==> config.mk <==
export PLATFORM = sky130hd
export DESIGN_NAME = chacha_stream_driver_flat
export DESIGN_NICKNAME = d
export VERILOG_FILES = /design/src/rtl/chacha_stream_driver_if.sv /design/src/rtl/chacha_stream_driver.sv /design/src/flat_wrapper.sv
export SDC_FILE = /design/constraint.sdc
export NUM_CORES = 2
export LEC_CHECK = 0
export CORE_AREA = 2 2 735 737
export CTS_CLUSTER_SIZE = 12
export DETAILED_ROUTE_END_ITERATION = 7
export DIE_AREA = 0 0 737 739
export GPL_TIMING_DRIVEN = 0
export HOLD_SLACK_MARGIN = 0.02
export PLACE_DENSITY = 0.41
export SLEW_MARGIN = 15
export SYNTH_ARGS = -nofsm -noshare
export SYNTH_HDL_FRONTEND = slang
export SYNTH_SLANG_ARGS = --single-unit
export TNS_END_PERCENT = 5
==> constraint.sdc <==
create_clock -name clk -period 2.4 [get_ports clk]
set_input_delay 0.6 -clock clk [delete_from_list [all_inputs] [get_ports clk]]
set_output_delay 0.6 -clock clk [all_outputs]
set_load 0.02 [all_outputs]
==> src/rtl/chacha_stream_driver_if.sv <==
// Request/response bundle between the stream driver (master) and chacha_core (slave).
interface chacha_stream_driver_if;
  localparam int unsigned KEY_W = 256;
  localparam int unsigned IV_W  = 64;
  localparam int unsigned CTR_W = 64;
  localparam int unsigned BLK_W = 512;

  logic             core_init;
  logic             core_next;
  logic [KEY_W-1:0] core_key;
  logic [IV_W-1:0]  core_iv;
  logic [CTR_W-1:0] core_ctr;
  logic [BLK_W-1:0] core_data_in;
  logic             core_ready;
  logic             core_data_out_valid;
  logic [BLK_W-1:0] core_data_out;

  modport master (
    output core_init, core_next, core_key, core_iv, core_ctr, core_data_in,
    input  core_ready, core_data_out_valid, core_data_out
  );

  modport slave (
    input  core_init, core_next, core_key, core_iv, core_ctr, core_data_in,
    output core_ready, core_data_out_valid, core_data_out
  );
endinterface

==> src/rtl/chacha_stream_driver.sv <==
// chacha_stream_driver: packs a 32-bit word stream into 512-bit blocks, drives
// chacha_core over init/next/ready/data_out_valid (init for the first block of
// a message, next afterwards) and unpacks each result into a 32-bit stream.
// Optional feature macro: CHACHA_STREAM_WDOG_EN (bounded WAIT, sticky wdog_err).
module chacha_stream_driver #(
  parameter logic [63:0] CTR_STEP    = 64'd1,
  parameter int unsigned WDOG_CYCLES = 64
) (
  input  logic                   clk,
  input  logic                   reset_n,
  input  logic                   start,
  input  logic [255:0]           key,
  input  logic [63:0]            iv,
  input  logic [63:0]            ctr0,
  output logic                   busy,
  input  logic                   s_valid,
  output logic                   s_ready,
  input  logic [31:0]            s_data,
  input  logic                   s_last,
  output logic                   m_valid,
  input  logic                   m_ready,
  output logic [31:0]            m_data,
  output logic                   m_last,
  chacha_stream_driver_if.master core,
  output logic                   wdog_err
);

  localparam int unsigned WORD_W = 32;
  localparam int unsigned BLK_W  = 512;
  localparam int unsigned KEY_W  = 256;
  localparam int unsigned CTR_W  = 64;
  localparam int unsigned IDX_W  = 4;
  localparam int unsigned NW_W   = 5;

  typedef enum logic [2:0] {
    S_IDLE,
    S_FILL,
    S_ISSUE,
    S_WAIT,
    S_DRAIN
  } state_e;

  state_e             state_q, state_d;
  logic               busy_q, busy_d;
  logic               s_ready_q, s_ready_d;
  logic               m_valid_q, m_valid_d;
  logic [WORD_W-1:0]  m_data_q, m_data_d;
  logic               m_last_q, m_last_d;
  logic               init_q, init_d;
  logic               next_q, next_d;
  logic [KEY_W-1:0]   key_q, key_d;
  logic [CTR_W-1:0]   iv_q, iv_d;
  logic [CTR_W-1:0]   ctr_q, ctr_d;
  logic [BLK_W-1:0]   blk_q, blk_d;
  logic [BLK_W-1:0]   res_q, res_d;
  logic [IDX_W-1:0]   idx_q, idx_d;
  logic [IDX_W-1:0]   oidx_q, oidx_d;
  logic [NW_W-1:0]    nwords_q, nwords_d;
  logic               first_q, first_d;
  logic               last_q, last_d;
  logic               blk_end_c;

`ifdef CHACHA_STREAM_WDOG_EN
  localparam int unsigned WDOG_W = (WDOG_CYCLES > 1) ? $clog2(WDOG_CYCLES) : 1;
  logic [WDOG_W-1:0]  wdog_cnt_q, wdog_cnt_d;
  logic               wdog_err_q, wdog_err_d;
`endif

  // Word k of a block lives at bits [511-32k -: 32].
  function automatic logic [WORD_W-1:0] word_of(input logic [BLK_W-1:0] blk,
                                                input logic [IDX_W-1:0] k);
    return blk[(BLK_W - WORD_W) - WORD_W * 32'(k) +: WORD_W];
  endfunction

  function automatic logic [BLK_W-1:0] put_word(input logic [BLK_W-1:0]  blk,
                                                input logic [IDX_W-1:0]  k,
                                                input logic [WORD_W-1:0] w);
    logic [BLK_W-1:0] r;
    r = blk;
    r[(BLK_W - WORD_W) - WORD_W * 32'(k) +: WORD_W] = w;
    return r;
  endfunction

  assign blk_end_c = ({1'b0, oidx_q} == (nwords_q - NW_W'(1)));

  // Next-state and next-output logic for the whole datapath.
  always_comb begin
    state_d   = state_q;
    busy_d    = busy_q;
    s_ready_d = s_ready_q;
    m_valid_d = m_valid_q;
    m_data_d  = m_data_q;
    m_last_d  = m_last_q;
    init_d    = 1'b0;
    next_d    = 1'b0;
    key_d     = key_q;
    iv_d      = iv_q;
    ctr_d     = ctr_q;
    blk_d     = blk_q;
    res_d     = res_q;
    idx_d     = idx_q;
    oidx_d    = oidx_q;
    nwords_d  = nwords_q;
    first_d   = first_q;
    last_d    = last_q;
`ifdef CHACHA_STREAM_WDOG_EN
    wdog_cnt_d = wdog_cnt_q;
    wdog_err_d = wdog_err_q;
`endif

    case (state_q)
      S_IDLE: begin
        if (start) begin
          key_d     = key;
          iv_d      = iv;
          ctr_d     = ctr0;
          first_d   = 1'b1;
          last_d    = 1'b0;
          busy_d    = 1'b1;
          s_ready_d = 1'b1;
          blk_d     = '0;
          idx_d     = '0;
          state_d   = S_FILL;
`ifdef CHACHA_STREAM_WDOG_EN
          wdog_err_d = 1'b0;
`endif
        end
      end

      S_FILL: begin
        if (s_valid && s_ready_q) begin
          blk_d = put_word(blk_q, idx_q, s_data);
          idx_d = idx_q + IDX_W'(1);
          if (s_last || (idx_q == IDX_W'(15))) begin
            s_ready_d = 1'b0;
            last_d    = s_last;
            nwords_d  = {1'b0, idx_q} + NW_W'(1);
            state_d   = S_ISSUE;
          end
        end
      end

      S_ISSUE: begin
        if (core.core_ready) begin
          init_d  = first_q;
          next_d  = !first_q;
          first_d = 1'b0;
          state_d = S_WAIT;
`ifdef CHACHA_STREAM_WDOG_EN
          wdog_cnt_d = '0;
`endif
        end
      end

      S_WAIT: begin
        if (core.core_data_out_valid) begin
          res_d     = core.core_data_out;
          m_valid_d = 1'b1;
          m_data_d  = word_of(core.core_data_out, IDX_W'(0));
          m_last_d  = last_q && (nwords_q == NW_W'(1));
          oidx_d    = '0;
          state_d   = S_DRAIN;
        end
`ifdef CHACHA_STREAM_WDOG_EN
        else if (wdog_cnt_q == WDOG_W'(WDOG_CYCLES - 1)) begin
          wdog_err_d = 1'b1;
          busy_d     = 1'b0;
          state_d    = S_IDLE;
        end else begin
          wdog_cnt_d = wdog_cnt_q + WDOG_W'(1);
        end
`endif
      end

      S_DRAIN: begin
        if (m_ready) begin
          if (blk_end_c) begin
            m_valid_d = 1'b0;
            m_last_d  = 1'b0;
            m_data_d  = '0;
            ctr_d     = ctr_q + CTR_STEP;
            idx_d     = '0;
            if (last_q) begin
              busy_d  = 1'b0;
              state_d = S_IDLE;
            end else begin
              s_ready_d = 1'b1;
              blk_d     = '0;
              state_d   = S_FILL;
            end
          end else begin
            oidx_d   = oidx_q + IDX_W'(1);
            m_data_d = word_of(res_q, oidx_q + IDX_W'(1));
            m_last_d = last_q && (({1'b0, oidx_q} + NW_W'(2)) == nwords_q);
          end
        end
      end

      default: state_d = S_IDLE;
    endcase
  end

  // State and output registers; reset discards any message in flight.
  always_ff @(posedge clk or negedge reset_n) begin
    if (!reset_n) begin
      state_q   <= S_IDLE;
      busy_q    <= 1'b0;
      s_ready_q <= 1'b0;
      m_valid_q <= 1'b0;
      m_data_q  <= '0;
      m_last_q  <= 1'b0;
      init_q    <= 1'b0;
      next_q    <= 1'b0;
      key_q     <= '0;
      iv_q      <= '0;
      ctr_q     <= '0;
      blk_q     <= '0;
      res_q     <= '0;
      idx_q     <= '0;
      oidx_q    <= '0;
      nwords_q  <= '0;
      first_q   <= 1'b0;
      last_q    <= 1'b0;
`ifdef CHACHA_STREAM_WDOG_EN
      wdog_cnt_q <= '0;
      wdog_err_q <= 1'b0;
`endif
    end else begin
      state_q   <= state_d;
      busy_q    <= busy_d;
      s_ready_q <= s_ready_d;
      m_valid_q <= m_valid_d;
      m_data_q  <= m_data_d;
      m_last_q  <= m_last_d;
      init_q    <= init_d;
      next_q    <= next_d;
      key_q     <= key_d;
      iv_q      <= iv_d;
      ctr_q     <= ctr_d;
      blk_q     <= blk_d;
      res_q     <= res_d;
      idx_q     <= idx_d;
      oidx_q    <= oidx_d;
      nwords_q  <= nwords_d;
      first_q   <= first_d;
      last_q    <= last_d;
`ifdef CHACHA_STREAM_WDOG_EN
      wdog_cnt_q <= wdog_cnt_d;
      wdog_err_q <= wdog_err_d;
`endif
    end
  end

  assign busy              = busy_q;
  assign s_ready           = s_ready_q;
  assign m_valid           = m_valid_q;
  assign m_data            = m_data_q;
  assign m_last            = m_last_q;
  assign core.core_init    = init_q;
  assign core.core_next    = next_q;
  assign core.core_key     = key_q;
  assign core.core_iv      = iv_q;
  assign core.core_ctr     = ctr_q;
  assign core.core_data_in = blk_q;

`ifdef CHACHA_STREAM_WDOG_EN
  assign wdog_err = wdog_err_q;
`else
  // No watchdog: flag is permanently low whatever WDOG_CYCLES is set to.
  assign wdog_err = (WDOG_CYCLES == 0) && 1'b0;
`endif

endmodule

==> src/flat_wrapper.sv <==
// flat-port wrapper written by rule: the top's interface ports become plain ports
module chacha_stream_driver_flat 
#(
  parameter logic [63:0] CTR_STEP    = 64'd1,
  parameter int unsigned WDOG_CYCLES = 64
)
  (clk, reset_n, start, key, iv, ctr0, busy, s_valid, s_ready, s_data, s_last, m_valid, m_ready, m_data, m_last, wdog_err, core_core_init, core_core_next, core_core_key, core_core_iv, core_core_ctr, core_core_data_in, core_core_ready, core_core_data_out_valid, core_core_data_out);
  chacha_stream_driver_if core_i ();
  input  logic clk;
  input  logic reset_n;
  input  logic start;
  input  logic [255:0] key;
  input  logic [63:0] iv;
  input  logic [63:0] ctr0;
  output logic busy;
  input  logic s_valid;
  output logic s_ready;
  input  logic [31:0] s_data;
  input  logic s_last;
  output logic m_valid;
  input  logic m_ready;
  output logic [31:0] m_data;
  output logic m_last;
  output logic wdog_err;
  output wire logic [$bits(core_i.core_init)-1:0] core_core_init;
  output wire logic [$bits(core_i.core_next)-1:0] core_core_next;
  output wire logic [$bits(core_i.core_key)-1:0] core_core_key;
  output wire logic [$bits(core_i.core_iv)-1:0] core_core_iv;
  output wire logic [$bits(core_i.core_ctr)-1:0] core_core_ctr;
  output wire logic [$bits(core_i.core_data_in)-1:0] core_core_data_in;
  input wire logic [$bits(core_i.core_ready)-1:0] core_core_ready;
  input wire logic [$bits(core_i.core_data_out_valid)-1:0] core_core_data_out_valid;
  input wire logic [$bits(core_i.core_data_out)-1:0] core_core_data_out;
  assign core_core_init = core_i.core_init;
  assign core_core_next = core_i.core_next;
  assign core_core_key = core_i.core_key;
  assign core_core_iv = core_i.core_iv;
  assign core_core_ctr = core_i.core_ctr;
  assign core_core_data_in = core_i.core_data_in;
  assign core_i.core_ready = core_core_ready;
  assign core_i.core_data_out_valid = core_core_data_out_valid;
  assign core_i.core_data_out = core_core_data_out;
  chacha_stream_driver #(.CTR_STEP(CTR_STEP), .WDOG_CYCLES(WDOG_CYCLES)) u_core (.clk(clk), .reset_n(reset_n), .start(start), .key(key), .iv(iv), .ctr0(ctr0), .busy(busy), .s_valid(s_valid), .s_ready(s_ready), .s_data(s_data), .s_last(s_last), .m_valid(m_valid), .m_ready(m_ready), .m_data(m_data), .m_last(m_last), .core(core_i), .wdog_err(wdog_err));
endmodule
==> flow_metrics.py <==
metrics = {
    "sta": {
        "worst_slew_pin_slew_ps": 1138,
        "period_share_pct": 123.4,
        "hold_viol_final": 99,
        "rsz0062_at_grt": "yes",
        "layout_min_cycle_time_ps": 2963,
        "finalMaxSlewViolations": 0,
        "finalSetupViolCount": 2329,
        "setup_slack_ps": -562.8,
        "fmax_ghz": 0.3375,
        "holdWs_ps": -301.5,
        "finClkSkew_ps": 95.44,
        "slew_headroom_pct": 24.11,
    },
    "placed_design": {
        "dpl.cell_count": 14947,
        "postPlaceCellArea_mm2": 0.08880,
        "hpwl_um": 420300,
        "place_congestion": 0.9298,
        "port_buffers": 1850,
    },
    "pwr": {
        "p_int_w": 0.04556,
        "peakVddDrop_v": 0.0007395,
        "p_leak_nw": 43.54,
        "switching_share_pct": 26.22,
        "switchingPower_w": 0.01619,
        "power_frac_comb_pct": 8.0,
        "power_w": 0.06175,
        "p_seq_share_pct": 41.1,
        "p_clk_share_pct": 50.9,
        "power.density_mw_per_mm2": 626.1,
    },
    "setup_path": {
        "crit_top_cell": "buf_4",
        "arrival_ps": 3680,
        "crit_slowest_cell": "a211oi_2",
        "crit_family": "compound AO/OA/AOI/OAI gates",
        "path_class": "reg -> reg",
        "cp_max_fo": 10,
        "crit_path_max_incr_delay_ps": 580,
        "rr_worst_depth": 11,
        "path_cells": "inv_2 -> ha_4 -> nand3b_1 -> a211o_1 -> buf_4 -> buf_4 -> a211oi_2 -> nor2_2 -> clkbuf_2 -> nand2_1 -> a31oi_1",
        "r2r-start": "u_core.nwords_q[0]",
        "required_ps": 3120,
        "cp.depth": 11,
        "cp-start-kind": "flop",
        "critPathLaunch": "u_core.nwords_q[0]",
        "path_buf_inv": 4,
        "end_kind": "flop",
    },
    "synth": {
        "synthFlopType": "dfrtp_1",
        "yosysSeqAreaShare_pct": 60.73,
        "yosys_warnings": 0,
        "synth_top_area_cell": "dfrtp_1",
        "synth_edf_count": 0,
        "yosysTopAreaCellShare_pct": 60.73,
        "ys_async_sr_fraction_pct": 100.0,
        "synth_fp_nets": 6819,
        "yosys_register_bits": 1464,
        "syn_avg_cell_area_um2": 10.27,
        "syn_area_mm2": 0.06033,
        "synth_area_leaders": "dfrtp_1 (61%), nand2_1 (16%), mux4_2 (5.9%), a22o_1 (5.3%), clkbuf_1 (2.1%)",
        "synth.distinct_cells": 68,
        "synthCells": 5876,
    },
    "layout": {
        "final_area_mm2": 0.09863,
        "nFillCells": 59623,
        "multiInputGateArea_mm2": 0.02265,
        "area_growth_pct": 63.50,
        "stdcell_count": 15469,
        "seq_area_mm2": 0.03664,
        "drive_gt1_share_pct": 12.10,
        "nets": 8988,
    },
    "cts": {
        "cts-root-buf": "clkbuf_16",
        "clockBufferDepth": 4,
        "cts_buffers": 196,
        "path_clk_slew_ps": 60,
        "tritoncts": "done",
        "h-tree-depth": 4,
        "clock_latency_ps": 910,
        "clkSinkCount": 1464,
    },
    "global_routing": {
        "grt_usage_pct": 17.60,
        "antenna_found_initial": 287,
        "grt_pass1_wl_um": 629000,
        "grt_pass1_vias": 56668,
        "grt_overflow_total": 0,
        "grt_max_degree": 138,
    },
    "outcome": {
        "violations": "negative hold slack, negative setup slack",
        "status": "complete, but fails checks",
    },
    "hold_path": {
        "hold_path_class": "in -> async",
    },
    "route": {
        "drt_iter0_drc": 4884,
        "dr.pass1.iters": 5,
        "drt-total-wl_um": 499400,
        "postRouteAntennaNets": 0,
        "drcViolationCount": 0,
        "viasPerCell": 3.664,
        "avgRoutedWirePerCell_um": 32.28,
        "vias": 56684,
    },
    "die": {
        "die_h_um": 739,
        "fp.coreArea_mm2": 0.5358,
        "pin_count": 1871,
        "num_rows": 269,
        "start_util_pct": 11.26,
        "dieArea_mm2": 0.5446,
        "die_w_um": 737,
    },
    "job": {
        "max_cap_violations": 0,
    },
}
[cell type report]
class	count	area share, %
inverters	22	0.08373
flip-flops and latches	1464	37.15
clock inverters	77	1.102
repair buffers	1978	20.78
diodes	98	0.2486
multi-input cells	3964	22.96
well taps	7181	9.110
plain buffers	419	2.899
clock buffers	266	5.668
[registers in the layout (all words and copies together), names as in the netlist]
name	flops
u_core.busy	1
u_core.core.core_ctr	64
u_core.core.core_data_in	512
u_core.core.core_init	1
u_core.core.core_iv	64
u_core.core.core_key	256
u_core.core.core_next	1
u_core.first_q	1
u_core.idx_q	4
u_core.last_q	1
u_core.m_data	32
u_core.m_last	1
u_core.m_valid	1
u_core.nwords_q	5
u_core.oidx_q	4
u_core.res_q	512
u_core.s_ready	1
u_core.state_q	3
[repair_timing]
| action | 4_1_cts | 5_1_grt |
|---|---|---|
| gates resized for setup | 439 | 226 |
| pin swaps | 82 | 138 |
| cloned | 14 | 15 |
| hold endpoints to repair | 99 | 99 |
| setup endpoints to repair | 2711 | 2672 |
| setup buffers | 37 | 23 |
[stage by stage]
| stage | utilization (%) | setup slack, ps | setup TNS [ps] |
|---|---|---|---|
| after detailed placement | 16.57 | -2593 | -2965670 |
| after CTS | 18.14 | -602.3 | -779880 |
| after global routing | 18.39 | -659.2 | -875010 |
| after global placement | 16.41 | -76620 | - |
| after floorplan | - | -111.6 | -46420 |
| final | 18.41 | -562.8 | -529510 |
[worst reg2reg max path, delay by kind of cell, from the launching register on]
kind / cells / cell delay [ps]
buffers and inverters: 4 / 730
AND/OR/NAND/NOR: 3 / 510
adder cells (fa/ha/maj): 1 / 150
flip-flops: 1 / 430
AO/OA/AOI/OAI: 3 / 1010
[placed cells by master (no fill, tap or decap), types with 25 or more instances in the layout]
cell type and n:
clkdlybuf4s50_1 1811, a31oi_1 35, clkbuf_4 25, a22o_1 363, nand4_1 25, buf_6 30
clkinv_2 29, clkbuf_16 224, nand3_1 35, clkbuf_1 195, buf_2 27, nor2_1 86
o21ai_0 115, dfrtp_1 1459, mux4_2 159, buf_4 66, clkbuf_8 50, nand2_1 2605
a21oi_1 100, o2bb2ai_1 101, diode_2 98, buf_12 41, clkbuf_2 103
[cells by family (layout without fill, tap and decap cells)]
group / count (synthesis) / count (layout) / share of synthesized area (%)
compound gates: 858 / 858 / 10.75
xor+xnor: 11 / 11 / 0.1597
fa+ha+maj: 7 / 7 / 0.1452
buf+inv: 449 / 2762 / 2.966
flops: 1464 / 1464 / 60.73
mux: 181 / 181 / 6.332
other cells: 1 / 99 / 0.006216
simple gates: 2905 / 2906 / 18.91
[Yosys cell counts (8+ instances only)]
| library cell | number |
|---|---|
| and2_1 | 8 |
| nor2_1 | 96 |
| clkbuf_1 | 335 |
| inv_1 | 22 |
| a32o_1 | 13 |
| nor4_1 | 8 |
| o22ai_1 | 24 |
| nand4_1 | 25 |
| nand2b_1 | 17 |
| nor3_1 | 24 |
| buf_1 | 36 |
| dfrtp_1 | 1464 |
| o2bb2ai_1 | 109 |
| mux2_2 | 15 |
| a21oi_1 | 101 |
| o22a_1 | 9 |
| nand3_1 | 41 |
| nand2_1 | 2610 |
| and4_1 | 8 |
| mux4_2 | 159 |
| buf_2 | 49 |
| and3_1 | 14 |
| o31ai_1 | 16 |
| nor2b_1 | 23 |
| o32ai_1 | 14 |
| a22o_1 | 363 |
| a31oi_1 | 36 |
| o21ai_0 | 132 |
[power by group through the flow]
stage	Combinational [W]	Clock (W)	Sequential (W)
final	0.00494	0.0315	0.0254
after global routing	0.00520	0.0332	0.0254
after CTS	0.00502	0.0324	0.0253
after detailed placement	0.00500	0	0.0258
after global placement	0.00459	0	0.0259
after floorplan	0.000431	0	0.0262
[layer usage]
layer,vias to the layer above,global-route usage [%],routed length (um)
met3,732,4.994,40100
met2,2650,29.19,234600
met1,28860,21.81,203800
met5,-,0,826
met4,130,5.927,20140
li1,24312,-,-
[worst paths after layout]
check,to,slack (ps)
worst max-delay path,u_core.m_data[24],-560
worst min-delay path,u_core.core.core_data_in[82],-300
worst max register to register,u_core.m_data[24],-560
worst min register to register,u_core.res_q[185],460
max in group asynchronous,u_core.core.core_key[179],-250
min in group clk,u_core.core.core_key[180],210
Power figures use the tool's default switching activity.
